## src/rtl/modulo_reabastecimento_rolhas.sv

```systemverilog
// Cork reservoir controller: tracks the cork count used by the capper and refills it
// from an external dispenser through a 4-phase req/ack handshake with a watchdog.
module modulo_reabastecimento_rolhas #(
    parameter int WIDTH     = 5,
    parameter int MIN_LEVEL = 5,
    parameter int MAX_LEVEL = 20,
    parameter int BATCH     = 5,
    parameter int TIMEOUT   = 15
) (
    input  logic             clk,
    input  logic             rst_n,
    input  logic             refill_en,
    input  logic             cork_take,
    input  logic             refill_ack,
    output logic [WIDTH-1:0] reg_r,
    output logic             min_signal,
    output logic             empty,
    output logic             refill_req,
    output logic             busy,
    output logic             underflow_err,
    output logic             fault
);

    typedef enum logic [1:0] {IDLE, REQ, RELEASE, FAULT} state_e;

    localparam logic [WIDTH-1:0] MIN_W   = WIDTH'(MIN_LEVEL);
    localparam logic [WIDTH-1:0] MAX_W   = WIDTH'(MAX_LEVEL);
    localparam logic [WIDTH:0]   MAX_W1  = (WIDTH+1)'(MAX_LEVEL);
    localparam logic [WIDTH:0]   BATCH_W = (WIDTH+1)'(BATCH);
    localparam logic [3:0]       TIMEOUT_W = 4'(TIMEOUT);

    state_e           state_q, state_d;
    logic [3:0]       wdog_q, wdog_d;
    logic [WIDTH-1:0] count_q, count_d;
    logic             refill_req_q, refill_req_d;
    logic             busy_q, busy_d;
    logic             fault_q, fault_d;
    logic             underflow_q, underflow_d;

    logic             take_ok;
    logic             add_ok;
    logic [WIDTH:0]   sum;

    // NOTE: sequential state uses non-blocking assignments so every flop samples
    // pre-edge values; blocking here would create order-dependent races.
    always_ff @(posedge clk or negedge rst_n) begin
        if (!rst_n) begin
            state_q      <= IDLE;
            wdog_q       <= '0;
            count_q      <= '0;
            refill_req_q <= 1'b0;
            busy_q       <= 1'b0;
            fault_q      <= 1'b0;
            underflow_q  <= 1'b0;
        end else begin
            state_q      <= state_d;
            wdog_q       <= wdog_d;
            count_q      <= count_d;
            refill_req_q <= refill_req_d;
            busy_q       <= busy_d;
            fault_q      <= fault_d;
            underflow_q  <= underflow_d;
        end
    end

    // Count datapath: take and batch add may land on the same edge.
    always_comb begin
        take_ok     = cork_take && (count_q != '0);
        add_ok      = (state_q == REQ) && refill_ack;
        sum         = {1'b0, count_q} - {{WIDTH{1'b0}}, take_ok} + (add_ok ? BATCH_W : '0);
        count_d     = (sum > MAX_W1) ? MAX_W : sum[WIDTH-1:0];
        underflow_d = underflow_q || (cork_take && (count_q == '0));
    end

    // NOTE: defaults first so every path assigns state_d/wdog_d and no latch is inferred.
    always_comb begin
        state_d = state_q;
        wdog_d  = wdog_q;
        unique case (state_q)
            IDLE: begin
                wdog_d = '0;
                if (refill_en && (count_q <= MIN_W) && !refill_ack) state_d = REQ;
            end
            REQ: begin
                // An ack wins over a same-cycle abort: the batch is already delivered.
                if (refill_ack) begin
                    state_d = RELEASE;
                    wdog_d  = '0;
                end else if (!refill_en) begin
                    state_d = IDLE;
                    wdog_d  = '0;
                end else if (wdog_q + 4'd1 == TIMEOUT_W) begin
                    state_d = FAULT;
                    wdog_d  = '0;
                end else begin
                    wdog_d = wdog_q + 4'd1;
                end
            end
            RELEASE: begin
                if (!refill_ack) begin
                    state_d = (refill_en && (count_q < MAX_W)) ? REQ : IDLE;
                end
            end
            FAULT: begin
                if (!refill_en) state_d = IDLE;
            end
            default: state_d = IDLE;
        endcase
    end

    always_comb begin
        refill_req_d = (state_d == REQ);
        busy_d       = (state_d != IDLE);
        fault_d      = (state_d == FAULT);
    end

    assign reg_r         = count_q;
    assign min_signal    = (count_q <= MIN_W);
    assign empty         = (count_q == '0);
    assign refill_req    = refill_req_q;
    assign busy          = busy_q;
    assign fault         = fault_q;
    assign underflow_err = underflow_q;

endmodule
```

## config.mk

```make
export PLATFORM = sky130hd
export DESIGN_NAME = modulo_reabastecimento_rolhas
export DESIGN_NICKNAME = d
export VERILOG_FILES = /design/src/rtl/modulo_reabastecimento_rolhas.sv
export SDC_FILE = /design/constraint.sdc
export NUM_CORES = 1
export LEC_CHECK = 0
export ABC_AREA = 1
export CAP_MARGIN = 20
export CORE_UTILIZATION = 25
export CTS_CLUSTER_SIZE = 12
export DETAILED_ROUTE_END_ITERATION = 8
export GPL_TIMING_DRIVEN = 0
export PLACE_DENSITY = 0.44
export SYNTH_ARGS = -nofsm -noshare
export SYNTH_HDL_FRONTEND = slang
export SYNTH_SLANG_ARGS = --single-unit
```

## constraint.sdc

```tcl
create_clock -name clk -period 2.45 [get_ports clk]
set_input_delay 0.735 -clock clk [delete_from_list [all_inputs] [get_ports clk]]
set_output_delay 0.735 -clock clk [all_outputs]
set_load 0.05 [all_outputs]
```

==> results.toml <==
[critical_path]
timing.rr.end = "reg_r[3]$_DFF_PN0_"
slowest_stage = "fa_2"
path_cells = "inv_4 > nand2_2 > inv_2 > nand2_2 > ha_4 > inv_2 > ha_4 > fa_2 > inv_2 > nand2_2 > nand3_1 > nand3_1 > nand2_1 > nand2_2 > nor2_1"
endpoint = "reg_r[3]$_DFF_PN0_"
cp_common_cell = "nand2_2"
startpoint_type = "flip-flop"
critPathLaunch = "state_q[1]$_DFF_PN0_"
end_kind = "flip-flop"
cp_max_fo = 6
r2r_cells = 15
reg2reg_from = "state_q[1]$_DFF_PN0_"
worstPathArrival_ps = 2460
rrSetupSlack_ps = 130
worstPathRequired_ps = 2590
slowest_delay_ps = 540
critPathKind = "reg -> reg"

[placement]
place.gp.congestion = 0.732
dpl_cell_area_mm2 = 0.00128
portBuffers = 15
post-dp-hpwl_mm = 1.75

[timing]
grt_setup_unrepaired = "yes"
fin_skew_ps = 2.98
setup-violations-final = 0
finalCritPeriodShare_pct = 94.6
slew_headroom_pct = 54.4
hold_viol_final = 0
fmax_ghz = 0.431
tightest_slew_ps = 681
fin_crit_ps = 2320
drv_slew = 0
hold-worst-slack_ps = 454

[flow_run]
maxCapViolCount = 0

[floorplanning]
start_util_pct = 26.2
pin_count = 16
rows = 23
die_width_um = 67.0
die_y_um = 67.0
die_area_mm2 = 0.00449
core_mm2 = 0.00403

[yosys]
synthArstFlopShare_pct = 100
yosysSeqAreaShare_pct = 35.5
yosys-top-cells-area = "dfrtp_1 (36%), ha_1 (14%), nand2_1 (11%)"
yosys_warnings = 0
synth_seq_cells = 15
yosys.area.top_type = "dfrtp_1"
syn_nets = 157
synth_top_area_share_pct = 35.5
synth_cell_type_count = 21
synth_edf_count = 0
synthCells = 139
syn_area_per_cell_um2 = 7.61
netlist_area_mm2 = 0.00106
synth_ff_type = "dfrtp_1"

[final_layout]
final_area_mm2 = 0.00139
num_antenna_cells = 0
layout-drive-gt1-share_pct = 24.8
mostFrequentLayoutCell = "nand2_1"
fillers = 443
finish.net_count = 180
final_cell_mix = "nand2_1 (30), inv_1 (17), nand3_1 (14)"
area_delta_synth_final_pct = 31.4

[grt]
antenna_found_initial = 0
grt_pass1_wl_mm = 3.68
track_usage_pct = 11.1
grt_pass1_vias = 870
grt_max_degree = 16
gr-total-overflow = 0

[clock_tree]
cts_hold_buffers = 0
clk_latency_ps = 250
clkTransAtPathRegs_ps = 60
cts-root-buf = "clkbuf_8"
cts_num_sinks = 15
cts_buffer_depth = 2
cts_buffers = 3
h-tree-depth = 1
cts_tree = "yes"

[routing]
wire_per_inst_um = 10.4
num_vias = 930
viasPerCell = 4.41
remaining_drc_errors = 0
drt-pass1-iter-count = 4
drt-total-wl_mm = 2.20
drt-initial-drc-count = 22
ant_nets = 0

[power_and_ir_drop]
ir_drop_mv = 0.624
leakagePower_uw = 0.000710
power_density_mw_per_mm2 = 1250

[min_path]
hp-class = "reg -> reg"

[run_status]
status = "completed"
-- layout make-up --
cell class / count / area (um^2) / area share, %
clock buffer: 4 / 45.0 / 3.24
tap: 50 / 62.6 / 4.50
multi-input combinational: 99 / 641 / 46.1
sequential: 15 / 383 / 27.6
inverter: 25 / 96.3 / 6.94
timing repair buffer: 18 / 161 / 11.6
-- cell families (layout without fill, tap and decap cells) --
family,after synthesis,after routing,synth area share (%)
compound gates,11,11,6.15
fa+ha+maj,13,13,16.1
xor+xnor,1,1,0.829
simple gates,74,74,32.5
buf+inv,25,47,8.87
flops,15,15,35.5
-- worst max-delay path: cells and delay by family, from the launching register on --
kind / cells / cell delay (ps)
adders and majority gates: 3 / 960
buffers and inverters: 4 / 260
DFF: 1 / 450
and+or+nand+nor: 8 / 550
-- report_power, final --
group          leakage (uW)  total, uW  switching, uW  internal [uW]
clock network     0.0000228        201           85.9            115
registers          0.000185        418           85.1            333
logic              0.000502       1120            719            402
total              0.000710       1740            890            851
-- layer usage --
metal / routed length [um] / GRT usage, % / vias up
met5: 0 / 0 / -
met4: 19 / 3.19 / 0
met3: 64 / 3.60 / 5
met2: 1120 / 19.1 / 10
met1: 1000 / 12.8 / 430
li1: - / - / 485
-- cells in the mapped netlist, types with 2 or more instances --
cell,count
nor2_2,2
inv_2,4
a21oi_1,4
a21oi_2,2
nand2_1,32
o21ai_1,4
dfrtp_1,15
nand2_2,5
nand3_1,15
nor2_1,11
inv_1,20
ha_1,12
nand4_1,5
-- worst min path at each step --
stage,cells after the start,end,startpoint
detailed placement,1,underflow_err$_DFF_PN0_,underflow_err$_DFF_PN0_
floorplan,0,busy$_DFF_PN0_,rst_n
global placement,1,underflow_err$_DFF_PN0_,underflow_err$_DFF_PN0_
CTS,1,underflow_err$_DFF_PN0_,underflow_err$_DFF_PN0_
finish,1,underflow_err$_DFF_PN0_,underflow_err$_DFF_PN0_
global route,1,underflow_err$_DFF_PN0_,underflow_err$_DFF_PN0_
-- sequential cells by signal, summed over array words and instances, names as in the netlist --
| name | cells |
|---|---|
| state_q | 2 |
| reg_r | 5 |
| busy | 1 |
| refill_req | 1 |
| wdog_q | 4 |
| underflow_err | 1 |
| fault | 1 |
-- repair_timing --
| item | CTS | global route |
|---|---|---|
| pin swaps | 2 | 5 |
| endpoints found under the hold margin | 0 | 0 |
| setup endpoints to repair | 7 | 5 |
| resized for setup | 9 | 18 |
| setup buffers | 1 | 2 |
-- metrics by stage --
step | cells | setup TNS [ps] | power [uW] | worst slack (ps) | utilization, %
global placement | 204 | -3410 | 1490 | -762 | 31.7
finish | 211 | 0 | 1740 | 132 | 34.5
CTS | 209 | 0 | 1710 | 1.02 | 33.3
floorplan | 139 | 0 | 1200 | 41.0 | -
global route | 211 | -16.9 | 1900 | -11.1 | 34.5
detailed placement | 204 | -3360 | 1490 | -743 | 31.7
No activity file was read; power rests on OpenSTA's default activity.
